`config.mk`:
```
export PLATFORM = sky130hd
export DESIGN_NAME = press_pattern_gen
export DESIGN_NICKNAME = d
export VERILOG_FILES = /design/src/rtl/press_pattern_gen.sv
export SDC_FILE = /design/constraint.sdc
export NUM_CORES = 1
export LEC_CHECK = 0
export BUFFER_PORTS_ARGS = -buffer_cell sky130_fd_sc_hd__buf_2
export CAP_MARGIN = 20
export CORE_MARGIN = 2
export CORE_UTILIZATION = 30
export DETAILED_ROUTE_END_ITERATION = 12
export GPL_TIMING_DRIVEN = 0
export PLACE_DENSITY = 0.49
export SLEW_MARGIN = 20
export SYNTH_ARGS = -nofsm -noshare
export SYNTH_HDL_FRONTEND = slang
export SYNTH_SLANG_ARGS = --single-unit
```
`constraint.sdc`:
```
create_clock -name clk_10000Hz -period 2.5 [get_ports clk_10000Hz]
set_clock_uncertainty 0.15 [all_clocks]
set_input_delay 0.125 -clock clk_10000Hz [delete_from_list [all_inputs] [get_ports clk_10000Hz]]
set_output_delay 0.125 -clock clk_10000Hz [all_outputs]
set_load 0.03 [all_outputs]
```
`src/rtl/press_pattern_gen.sv`:
```
// Synthetic push-button generator: holds inc for a short or long press, then forces a release gap.
// Optional macro PRESS_QUEUE_EN adds a one-entry pending request slot served on the done cycle.
module press_pattern_gen #(
    parameter int unsigned SHORT_TICKS = 50,
    parameter int unsigned LONG_TICKS  = 600,
    parameter int unsigned GAP_TICKS   = 20,
    parameter int unsigned CNT_W       = 15
) (
    input  logic clk_10000Hz,
    input  logic rst,
    input  logic req_short,
    input  logic req_long,
    output logic inc,
    output logic busy,
    output logic done
);

    typedef enum logic [1:0] {
        ST_IDLE  = 2'd0,
        ST_PRESS = 2'd1,
        ST_GAP   = 2'd2
    } state_t;

    localparam logic [CNT_W-1:0] SHORT_CNT = CNT_W'(SHORT_TICKS);
    localparam logic [CNT_W-1:0] LONG_CNT  = CNT_W'(LONG_TICKS);
    localparam logic [CNT_W-1:0] GAP_CNT   = CNT_W'(GAP_TICKS);
    localparam logic [CNT_W-1:0] CNT_ONE   = CNT_W'(1);

    state_t           state_q, state_d;
    logic [CNT_W-1:0] cnt_q, cnt_d;
    logic             inc_q, inc_d;
    logic             busy_q, busy_d;
    logic             done_q, done_d;

    logic             req_any;
    logic [CNT_W-1:0] req_len;

    assign req_any = req_short | req_long;
    assign req_len = req_long ? LONG_CNT : SHORT_CNT;

`ifdef PRESS_QUEUE_EN
    logic pend_vld_q, pend_vld_d;
    logic pend_long_q, pend_long_d;
`endif

    always_comb begin
        state_d = state_q;
        cnt_d   = cnt_q;
`ifdef PRESS_QUEUE_EN
        pend_vld_d  = pend_vld_q;
        pend_long_d = pend_long_q;
`endif
        unique case (state_q)
            ST_IDLE: begin
                if (req_any) begin
                    state_d = ST_PRESS;
                    cnt_d   = req_len;
                end
            end
            ST_PRESS: begin
                if (cnt_q == CNT_ONE) begin
                    state_d = ST_GAP;
                    cnt_d   = GAP_CNT;
                end else begin
                    cnt_d = cnt_q - CNT_ONE;
                end
            end
            ST_GAP: begin
                if (cnt_q == CNT_ONE) begin
                    state_d = ST_IDLE;
                    cnt_d   = '0;
`ifdef PRESS_QUEUE_EN
                    // Done cycle: a stored request beats a fresh one arriving now
                    if (pend_vld_q) begin
                        state_d    = ST_PRESS;
                        cnt_d      = pend_long_q ? LONG_CNT : SHORT_CNT;
                        pend_vld_d = 1'b0;
                    end else if (req_any) begin
                        state_d = ST_PRESS;
                        cnt_d   = req_len;
                    end
`endif
                end else begin
                    cnt_d = cnt_q - CNT_ONE;
                end
            end
            default: begin
                state_d = ST_IDLE;
                cnt_d   = '0;
            end
        endcase

`ifdef PRESS_QUEUE_EN
        if ((state_q != ST_IDLE) && !((state_q == ST_GAP) && (cnt_q == CNT_ONE))
            && req_any && !pend_vld_q) begin
            pend_vld_d  = 1'b1;
            pend_long_d = req_long;
        end
`endif

        // Outputs are registered copies of what the next state implies
        inc_d  = (state_d == ST_PRESS);
        busy_d = (state_d != ST_IDLE);
        done_d = (state_d == ST_GAP) && (cnt_d == CNT_ONE);
    end

    always_ff @(posedge clk_10000Hz) begin
        if (rst) begin
            state_q <= ST_IDLE;
            cnt_q   <= '0;
            inc_q   <= 1'b0;
            busy_q  <= 1'b0;
            done_q  <= 1'b0;
        end else begin
            state_q <= state_d;
            cnt_q   <= cnt_d;
            inc_q   <= inc_d;
            busy_q  <= busy_d;
            done_q  <= done_d;
        end
    end

`ifdef PRESS_QUEUE_EN
    always_ff @(posedge clk_10000Hz) begin
        if (rst) begin
            pend_vld_q  <= 1'b0;
            pend_long_q <= 1'b0;
        end else begin
            pend_vld_q  <= pend_vld_d;
            pend_long_q <= pend_long_d;
        end
    end
`endif

    assign inc  = inc_q;
    assign busy = busy_q;
    assign done = done_q;

endmodule

```
After elaboration in Yosys (flattened, before gate mapping)
Cells that the tools add are included.
{"block": "word_totals", "rom_bits": 0, "word_cells": 25, "memories": 0, "latchBits": 0, "out_inout_bits": 3, "in_bits": 4, "ram_bits": 0, "reg_bits": 20}
{"block": "classes", "div_mod_pow": 0, "multipliers": 0, "n_shift": 0, "eq_ne": 6, "bitwise": 1, "order_cmp": 0, "add_sub_neg": 1, "reduce_logical": 3, "n_mux": 9}
{"operator": "$mux 15", "n": 3}
{"operator": "$pmux 15 s3", "n": 1}
{"operator": "$eq 15x1->1 const B", "n": 2}
{"operator": "$sub 15x1->15 const B", "n": 1}
{"operator": "$mux 10", "n": 1}
{"operator": "$mux 2", "n": 3}
{"operator": "$pmux 2 s3", "n": 1}
{"operator": "$eq 2x1->1 const B", "n": 2}
{"operator": "$eq 2x2->1 const B", "n": 2}
{"operator": "$logic_not 2->1", "n": 1}
{"operator": "$reduce_bool 2->1", "n": 1}
{"operator": "$logic_and 1x1->1", "n": 1}
{"operator": "$or 1x1->1", "n": 1}

Depth between registers and ports, before layout
Gate-level depths: netlist of run 1.
{"block": "depth", "ltp_word": 5, "mapped_depth": 9, "ltp_nobuf": 8}

Worst setup path before layout of run 1
Ideal clock, no wire load.
{"block": "synth_timing", "path_type": "reg2reg", "start": "register cnt_q[2]", "end": "register done_q (netlist: done)", "arrival_time_ns": 2.046, "synth_period_minus_slack_ns": 2.284, "n_path_buf": 2, "path_stages_with_launch": 9, "setup_slack_ns": 0.216, "setup_ns": 0.088, "required_ns": 2.262, "cell_sequence": "dfxtp_1 > buf_6 > or4_1 > buf_2 > or3_4 > o311a_1 > o21ai_2 > o2111ai_1 > nor4_2"}
{"block": "synth_via", "elab_chain_len": 5, "elab_cells_between_ends": 12, "cone_classes": "add/sub: 1; eq/ne: 3; mux: 7; reduce/logical: 1"}
{"element": "start, declared", "line_no": "30", "source": "logic [CNT_W-1:0] cnt_q, cnt_d;"}
{"element": "start signal, assigned", "line_no": "116", "source": "cnt_q <= cnt_d;"}
{"element": "$sub 15x1->15 or $eq 15x1->1 (tied branches)"}
{"element": "$mux 15 (tied with other cells)", "line_no": "69", "source": "if (cnt_q == CNT_ONE) begin"}
{"element": "$pmux 15 s3 or $pmux 2 s3 (tied branches)", "line_no": "53", "source": "unique case (state_q)"}
{"element": "$eq 15x1->1 or $eq 2x2->1 (tied branches)", "line_no": "104", "source": "done_d = (state_d == ST_GAP) && (cnt_d == CNT_ONE);"}
{"element": "$logic_and 1x1->1 (*)", "line_no": "104"}
{"element": "end signal, assigned", "line_no": "119", "source": "done_q <= done_d;"}
{"element": "end, declared", "line_no": "33", "source": "logic done_q, done_d;"}
Every way passes the cells marked *; elsewhere a longest branch is shown, timed or not.
A chain may end at the register's enable or synchronous reset.

Worst setup path after layout of run 1
Same ends and word-level chain as after synthesis.

==> results.md, run 1 <==
- NetSw: about 390 uW
- Drt pass-1 iters: 4
- GR Layer Usage met1: 0.195
- Synth cell types: between 40 and 50
- Post-DP HPWL: ~2700 microns
- Flop pwr share: 0.372
- Critical Path Most Common Cell: buf_6
- Final worst setup slack: approximately 56 ps
- Vias in the first global route: approximately 1200
- # DRC: 0
- Final hold vios: 0
- Max Clk Rate: between 0.4 and 0.5 GHz
- Comb power frac: 0.382
- GRT Util Overall: 0.160
- Initial core utilization: 0.315
- Crit path kind: reg -> reg
- Cts bufs inserted: 3
- Share of layout cells above drive strength 1: 0.238
- # nets final: 179
- Total clock sinks: 20
- Post-synth EDFFs: 0
- Synth Register Bits: 20
- Worst vdd ir: around 0.35 mV
- WP data arrival: 2480 ps
- Port bufs: 5
- Ys Warns: 0
- Mapped Nets: between 150 and 200
- Avg Vias per Cell: 5.79
- Clock slew at reported path FFs: ~80 ps
- Initial DRC count: 58
- Die Span X: 69.2 microns
- Worst-margin pin slew: 693 ps
- Pin count of the biggest net entering global routing: 12
- Die H: between 60 and 70 microns
- Cell taking the most area after synthesis: dfxtp_1
- Status: completed
- Filler cells: between 400 and 500
- Syn Inst Count: ~160
- P_int: approximately 660 uW
- Area contributors post-synth: dfxtp_1 31%, nor2_1 5.9%, o21ai_0 3.5%
- Crit path capture type: register
- CTS Buffer Depth: 2
- Synth top area share: 0.314
- Final Cycle Share: 0.977
- Leak pwr: 0.557 nW
- CTS tree: done
- Clock power share: 0.246
- CP max-delay cell: or4_1
- Pwr per Cell Area: around 700 nW/um^2
- Core Area: roughly 4100 sq um
- Final Routed Wirelength: about 3800 microns
- H-Tree Depth: 1
- Primary FF master, synth: dfxtp_1
- First-pass GRT wire length: just over 6000 microns
- CP startpoint kind: register
- Routed Antenna Nets: 0
- Tmin final: between 2000 and 2500 ps
- Diode count: 0
- Area grow syn2layout: 19.1%
- Row Count: 23
- CP max FO: 8
- Async SR Flop Fraction: 0
- Initial antenna violation count: 0
- Crit path cell chain: buf_6, or4_1, buf_6, or3_4, o311a_1, o21ai_2, o2111ai_2, nor4_2
- Sw Share: 0.371
- GRT busiest layer: met2
- Grt met2 use: 0.283
- CTS root buf: clkbuf_8
- Setup total negative slack: 0 ps
- Headroom to the max-slew limit: 0.535
- Mean Syn Cell Area: roughly 8 sq um
- Avg WL per Cell: between 15 and 20 microns
- Worst path required time: around 2500 ps
- Max-cap violations: 0
- Global Route met3 Usage: 0.0233
- RePlAce Congestion: 0.854
- Overflow after GRT: 0
- Final setup viols: 0
- Most frequent cells in the layout: 20 x nor2_1, 20 x dfxtp_1, 10 x buf_2
- RSZ-0062 raised after global routing: yes
- Mapped cell area: around 1300 sq um
- Slew Viols, Final: 0
- Die Area: roughly 4800 sq um
- Place WS: -186 ps
- Clk_lat worst skew: 270 ps
- Ports: 7
- Post-synthesis sequential area ratio: 0.314
- CP peak stage delay: ~510 ps
- Worst min path class: in -> reg
- DR vias: roughly 1300
[cells by family (layout without fill, tap and decap cells)]
logic type | count (synthesis) | in the layout | synth area share
XOR/XNOR | 4 | 4 | 0.0275
adder cells (fa/ha/maj) | 2 | 2 | 0.0196
multiplexers | 1 | 1 | 0.00882
flip-flops | 20 | 20 | 0.314
AND/OR/NAND/NOR | 75 | 75 | 0.336
AO/OA/AOI/OAI | 45 | 45 | 0.241
buffers and inverters | 14 | 25 | 0.0529
[worst max-delay path: cells and delay by family, from the launching register on]
kind / cells / cell delay (ps)
simple gates: 3 / 1000
compound gates: 3 / 610
buf+inv: 2 / 290
flops: 1 / 320
[path summary, 6_finish.rpt]
kind / start / end / slack, ps / depth (start not counted)
hold / removal: rst / cnt_q[13] / 50 / 2
hold reg to reg: cnt_q[11] / cnt_q[11] / 410 / 2
setup / recovery: cnt_q[2] / done / 60 / 8
setup reg to reg: cnt_q[2] / done / 60 / 8
[per-layer routing]
layer | vias up | routed length [microns]
li1 | 634 | -
met1 | 605 | 1710
met2 | 37 | 1860
met3 | 9 | 160
met4 | 0 | 81
met5 | - | 0
[power groups by stage]
| stage | clock, mW | sequential (mW) | combinational (mW) |
|---|---|---|---|
| 3_5_place_dp | 0 | 0.390 | 0.348 |
| 5_1_grt | 0.275 | 0.392 | 0.437 |
| 3_3_place_gp | 0 | 0.390 | 0.349 |
| 6_report | 0.257 | 0.388 | 0.399 |
| 2_1_floorplan | 0 | 0.387 | 0.265 |
| 4_1_cts | 0.261 | 0.385 | 0.360 |
[cells in the mapped netlist (2+ instances only)]
library cell and number:
o21ai_0 9, xor2_1 2, buf_2 6, clkbuf_1 5
and4_1 2, or4_1 4, nand2_1 8, a211oi_1 2
o211ai_1 3, nor4_2 2, a2111oi_0 2, o311ai_0 3
xnor2_1 2, or2_2 4, dfxtp_1 20, nand2b_1 3
nor2_1 20, nand3_1 2, or3_1 3, o21ai_1 2
o31ai_1 3, and3_1 2, ha_1 2, a31o_2 2
a21oi_1 8, nand4_1 4, nor4_1 6, nor3_1 7
o21a_1 2, inv_1 2
[final cells by class]
class	instances	area, sq um	share of cell area
multi-input cells	127	885	0.582
flip-flops and latches	20	400	0.263
plain buffers	11	62.6	0.0412
well taps	50	62.6	0.0412
clock buffers	4	55.1	0.0362
repair buffers	8	47.5	0.0313
inverters	2	7.51	0.00494
[flip-flops by register name, indices dropped and copies added, names as in the netlist]
name     cells
done         1
state_q      2
busy         1
inc          1
cnt_q       15
[timing repair]
| action | CTS | global route |
|---|---|---|
| buffers inserted | 3 | 0 |
| pin swaps | 1 | 0 |
| endpoints found under the setup margin | 2 | 2 |
| resized for setup | 5 | 12 |
| hold buffers | 0 | 0 |
[through the flow]
step,hold slack (ps),instances,util,total power [mW],area [sq um]
floorplan,149,161,-,0.652,1280
global placement,327,216,0.336,0.738,1360
detailed placement,336,216,0.336,0.738,1360
CTS,69.5,222,0.361,1.01,1460
global route,93.2,222,0.375,1.10,1520
finish,49.9,222,0.375,1.04,1520
Note: power is estimated with default switching activity, not from simulation.
==> run 2, diff against run 1 <==
CORE_ASPECT_RATIO = 1.25   (was not set)
==> results.md, run 2 (synthesis gave the netlist of run 1 again) <==
- CP max-delay cell: or4_1
- Tmin final: around 2500 ps
- Row Count: 26
- FF/Latch Area: roughly 400 sq um
- Final setup viols: 0
- CP startpoint kind: register
- Share of layout cells above drive strength 1: 0.227
- Multi-input combinational cell area: ~860 sq um
- Filler cells: 462
- RePlAce Congestion: roughly 0.9
- Setup total negative slack: 0 ps
- CP top delay family: simple AND/OR/NAND/NOR gates
- Overflow after GRT: 0
- RSZ-0062 raised after global routing: yes
- Avg WL per Cell: roughly 17 microns
- Crit path kind: reg -> reg
- Port bufs: 5
- First-pass GRT wire length: roughly 6300 microns
- Clock slew at reported path FFs: roughly 80 ps
- CP peak stage delay: slightly above 600 ps
- Die H: between 70 and 80 microns
- Cells on worst reg2reg path: 7
- Buf/Inv on CP: 1
- Diode count: 0
- Most common library cell in the layout ignoring fill and taps: nor2_1
- Pwr per Cell Area: between 600 and 700 nW/um^2
- GRT Util Overall: 0.164
- WP data arrival: between 2000 and 3000 ps
- CTS root buf: clkbuf_8
- Ports: 7
- Final Routed Wirelength: about 3800 microns
- Initial core utilization: 0.311
- Worst path required time: between 2000 and 3000 ps
- Biggest regs: cnt_q x15, state_q x2
- Crit path capture type: register
- Worst vdd ir: roughly 0.32 mV
- CP max FO: 9
- Most frequent cells in the layout: 20 x nor2_1, 19 x dfxtp_1, 11 x buf_2
- Area grow syn2layout: 17.5%
- Final hold vios: 0
- Vias in the first global route: roughly 1300
- Hold path depth: 2
- Initial antenna violation count: 0
- Worst-margin pin slew: between 600 and 700 ps
- Crit path cell chain: buf_2, or4_1, nor4_1, o21ai_1, a211oi_2, nand4_1, nor4_2
- Routed Antenna Nets: 0
- Max-cap violations: 0
- Final hold slack: 55.1 ps
- Final Cycle Share: 0.986
- Status: completed
- Initial DRC count: between 60 and 70
- Die Span X: about 62 microns
- Pin count of the biggest net entering global routing: 12
- CTS tree: done
- H-Tree Depth: 1
- Drt pass-1 iters: 4
- Headroom to the max-slew limit: 0.546
- Die Area: 4790 sq um
- Leak pwr: ~0.55 nW
- # nets final: 179
- Avg Vias per Cell: about 6.0
- Biggest register: cnt_q
- Post-DP HPWL: 2780 microns
- DR vias: approximately 1400
- Non-filler cells, final: around 230
- Cts bufs inserted: 3
- Dpl cells: approximately 220
- Worst min path class: in -> reg
- Total clock sinks: 20
- Slew Viols, Final: 0
- Core Area: approximately 4000 sq um
- Stages on worst setup path: 7
- Core Util, Final: 0.366
- CTS Buffer Depth: 2
- Clk_lat worst skew: between 200 and 300 ps
- Max Clk Rate: slightly above 0.4 GHz
- Number of flip-flops in the largest register: 15
- # DRC: 0
## run 2: metal layers
metal,up-vias,share of wire,GRT usage
li1,636,-,-
met1,644,0.39,0.195
met2,75,0.50,0.278
met3,21,0.071,0.0323
met4,0,0.040,0.0822
met5,-,0,0
## run 2: layout make-up
type / instances / area share
multi-input cells: 127 / 0.574
flip-flops and latches: 20 / 0.268
well taps: 56 / 0.0467
plain buffers: 11 / 0.0376
clock buffers: 4 / 0.0367
repair buffers: 8 / 0.0317
inverters: 2 / 0.00501
## run 2: path summary, 6_finish.rpt
path,start,endpoint,slack (ps)
worst max register to register,cnt_q[10],done,30
worst min-delay path,rst,cnt_q[12],60
worst min register to register,cnt_q[11],cnt_q[11],390
worst max-delay path,cnt_q[10],done,30
## run 2: where the power goes
part	total (mW)	switching (mW)	internal, mW	leakage [nW]
logic	0.376	0.223	0.153	0.358
registers	0.389	0.0383	0.350	0.165
clock network	0.261	0.121	0.141	0.0288
total	1.03	0.382	0.644	0.551
## run 2: worst register-to-register path, stage by stage (launching register included)
cell      delay [ps]
dfxtp_1          300
buf_2            170
or4_1            610
nor4_1           340
o21ai_1          150
a211oi_2         230
nand4_1          170
nor4_2           270
## run 2: what timing repair did
item                                    in CTS  in global routing
endpoints found under the setup margin       2                  3
setup buffers                                3                  0
hold buffers                                 0                  0
pin swaps                                    1                  0
gates resized for setup                      6                  5
## run 2: per-stage QoR
stage / power [mW] / instance area (sq um) / setup WS [ps]
floorplan: 0.652 / 1280 / 216
global placement: 0.741 / 1370 / -300
detailed placement: 0.739 / 1370 / -264
CTS: 1.01 / 1480 / 23.7
global route: 1.08 / 1500 / -80.4
finish: 1.03 / 1500 / 34.1
==> run 3, diff against run 2 <==
CORE_UTILIZATION = 35   (was 30)
CTS_BUF_LIST = sky130_fd_sc_hd__clkbuf_4 sky130_fd_sc_hd__clkbuf_8   (was not set)
PLACE_DENSITY = 0.55   (was 0.49)
TNS_END_PERCENT = 20   (was not set)
==> results.md, run 3 (synthesis gave the netlist of run 1 again) <==
- Initial DRC count: a little under 80
- Number of flip-flops in the largest register: 15
- Min-delay src: rst
- Post-CTS Hold Buffers: 0
- Crit path capture type: register
- Post-DP HPWL: 2680 microns
- Clock slew at reported path FFs: approximately 80 ps
- Pin count of the biggest net entering global routing: 11
- Status: completed
- Ports: 7
- Cts bufs inserted: 3
- Share of layout cells above drive strength 1: 0.203
- Total clock sinks: 20
- CTS root buf: clkbuf_8
- Headroom to the max-slew limit: 0.537
- Initial core utilization: 0.366
- Die Area: around 4100 sq um
- Worst-margin pin slew: approximately 690 ps
- Tmin final: 2480 ps
- Row Count: 24
- Launch point of the worst path: cnt_q[2]
- Vias in the first global route: around 1300
- Die Span X: 58.0 microns
- CTS tree: done
- Worst min path class: in -> reg
- Crit path kind: reg -> reg
- Diode count: 0
- Tot Pwr: slightly below 1 mW
- First-pass GRT wire length: 6120 microns
- Avg WL per Cell: 17.5 microns
- Final Routed Wirelength: approximately 3700 microns
- Initial antenna violation count: 0
- Final setup viols: 0
- Area grow syn2layout: 14.3%
- FF-to-FF Start: cnt_q[2]
- Slew Viols, Final: 0
- Max Clk Rate: just over 0.4 GHz
- Worst vdd ir: ~0.34 mV
- Clk_lat worst skew: roughly 260 ps
- Overflow after GRT: 0
- Non-filler cells, final: between 200 and 250
- RSZ-0062 raised after global routing: yes
- Final hold vios: 0
- Routed Antenna Nets: 0
- CTS Buffer Depth: 2
- # DRC: 0
- GRT Util Overall: 0.190
- H-Tree Depth: 1
- Biggest regs: cnt_q x15, state_q x2
- Multi-input combinational cell area: approximately 850 sq um
- RePlAce Congestion: slightly below 0.9
- CP max FO: 8
- WP data arrival: 2510 ps
- Leak pwr: 0.547 nW
- Core Util, Final: 0.419
- Die H: 71.5 microns
- Dpl cells: 205
- Avg Vias per Cell: between 6 and 7
- Filler cells: 361
- Pwr per Cell Area: about 670 nW/um^2
- DR vias: around 1300
- Port bufs: 5
- CP max-delay cell: or4_1
- CP startpoint kind: register
- Max-cap violations: 0
- Core Area: 3480 sq um
- Biggest register: cnt_q
- Final Cycle Share: 0.993
- Most frequent cells in the layout: 20 x nor2_1, 20 x dfxtp_1, 11 x buf_2
- Drt pass-1 iters: 4
- FF/Latch Area: between 400 and 500 sq um
- Worst path required time: 2530 ps
- Crit path cell chain: buf_6, or4_1, buf_2, or3_4, o311a_1, o21ai_2, o2111ai_1, nor4_2
- # nets final: between 150 and 200
- CP peak stage delay: 490 ps
==> run 3: repair_timing <==
action | in CTS | in global routing
pin swaps | 1 | 0
resized for setup | 5 | 3
endpoints found under the setup margin | 2 | 2
buffers inserted | 0 | 4
==> run 3: final timing paths <==
| check | cells past startpoint | endpoint | slack [ps] |
|---|---|---|---|
| worst max-delay path | 8 | done | 20 |
| worst min-delay path | 2 | cnt_q[14] | 70 |
| worst min register to register | 2 | cnt_q[11] | 390 |
| worst max register to register | 8 | done | 20 |
==> run 3: critical path, delay by kind of cell (launching register included) <==
kind,cells,cell delay [ps]
AO/OA/AOI/OAI,3,630
buffers and inverters,2,320
flip-flops,1,310
AND/OR/NAND/NOR,3,1000
==> run 3: metrics by stage <==
| step | area, sq um | setup TNS, ps | worst slack (ps) | hold WS (ps) |
|---|---|---|---|---|
| 6_report | 1460 | 0 | 16.4 | 65.6 |
| 2_1_floorplan | 1280 | 0 | 216 | 149 |
| 3_3_place_gp | 1350 | -241 | -198 | 327 |
| 4_1_cts | 1420 | 0 | 3.22 | 80.6 |
| 5_1_grt | 1460 | -127 | -127 | 107 |
| 3_5_place_dp | 1350 | -269 | -220 | 347 |
==> run 3: cell type report <==
type	instances	share of cell area
multi-input combinational	127	0.582
sequential	20	0.274
buffer	11	0.0386
timing repair buffer	9	0.0377
tap	39	0.0334
clock buffer	3	0.0283
inverter	2	0.00515
==> run 3: metal layers <==
metal	wire (microns)	GRT usage
met2	1820	0.312
met4	93	0.0801
met1	1570	0.242
met3	213	0.0343
met5	0	0
==> run 3: power breakdown <==
part | total (mW) | switching (mW) | leakage, nW | internal [mW]
sequential | 0.389 | 0.0391 | 0.165 | 0.350
combinational | 0.369 | 0.216 | 0.361 | 0.153
clock | 0.220 | 0.112 | 0.0216 | 0.108
total | 0.978 | 0.367 | 0.547 | 0.611
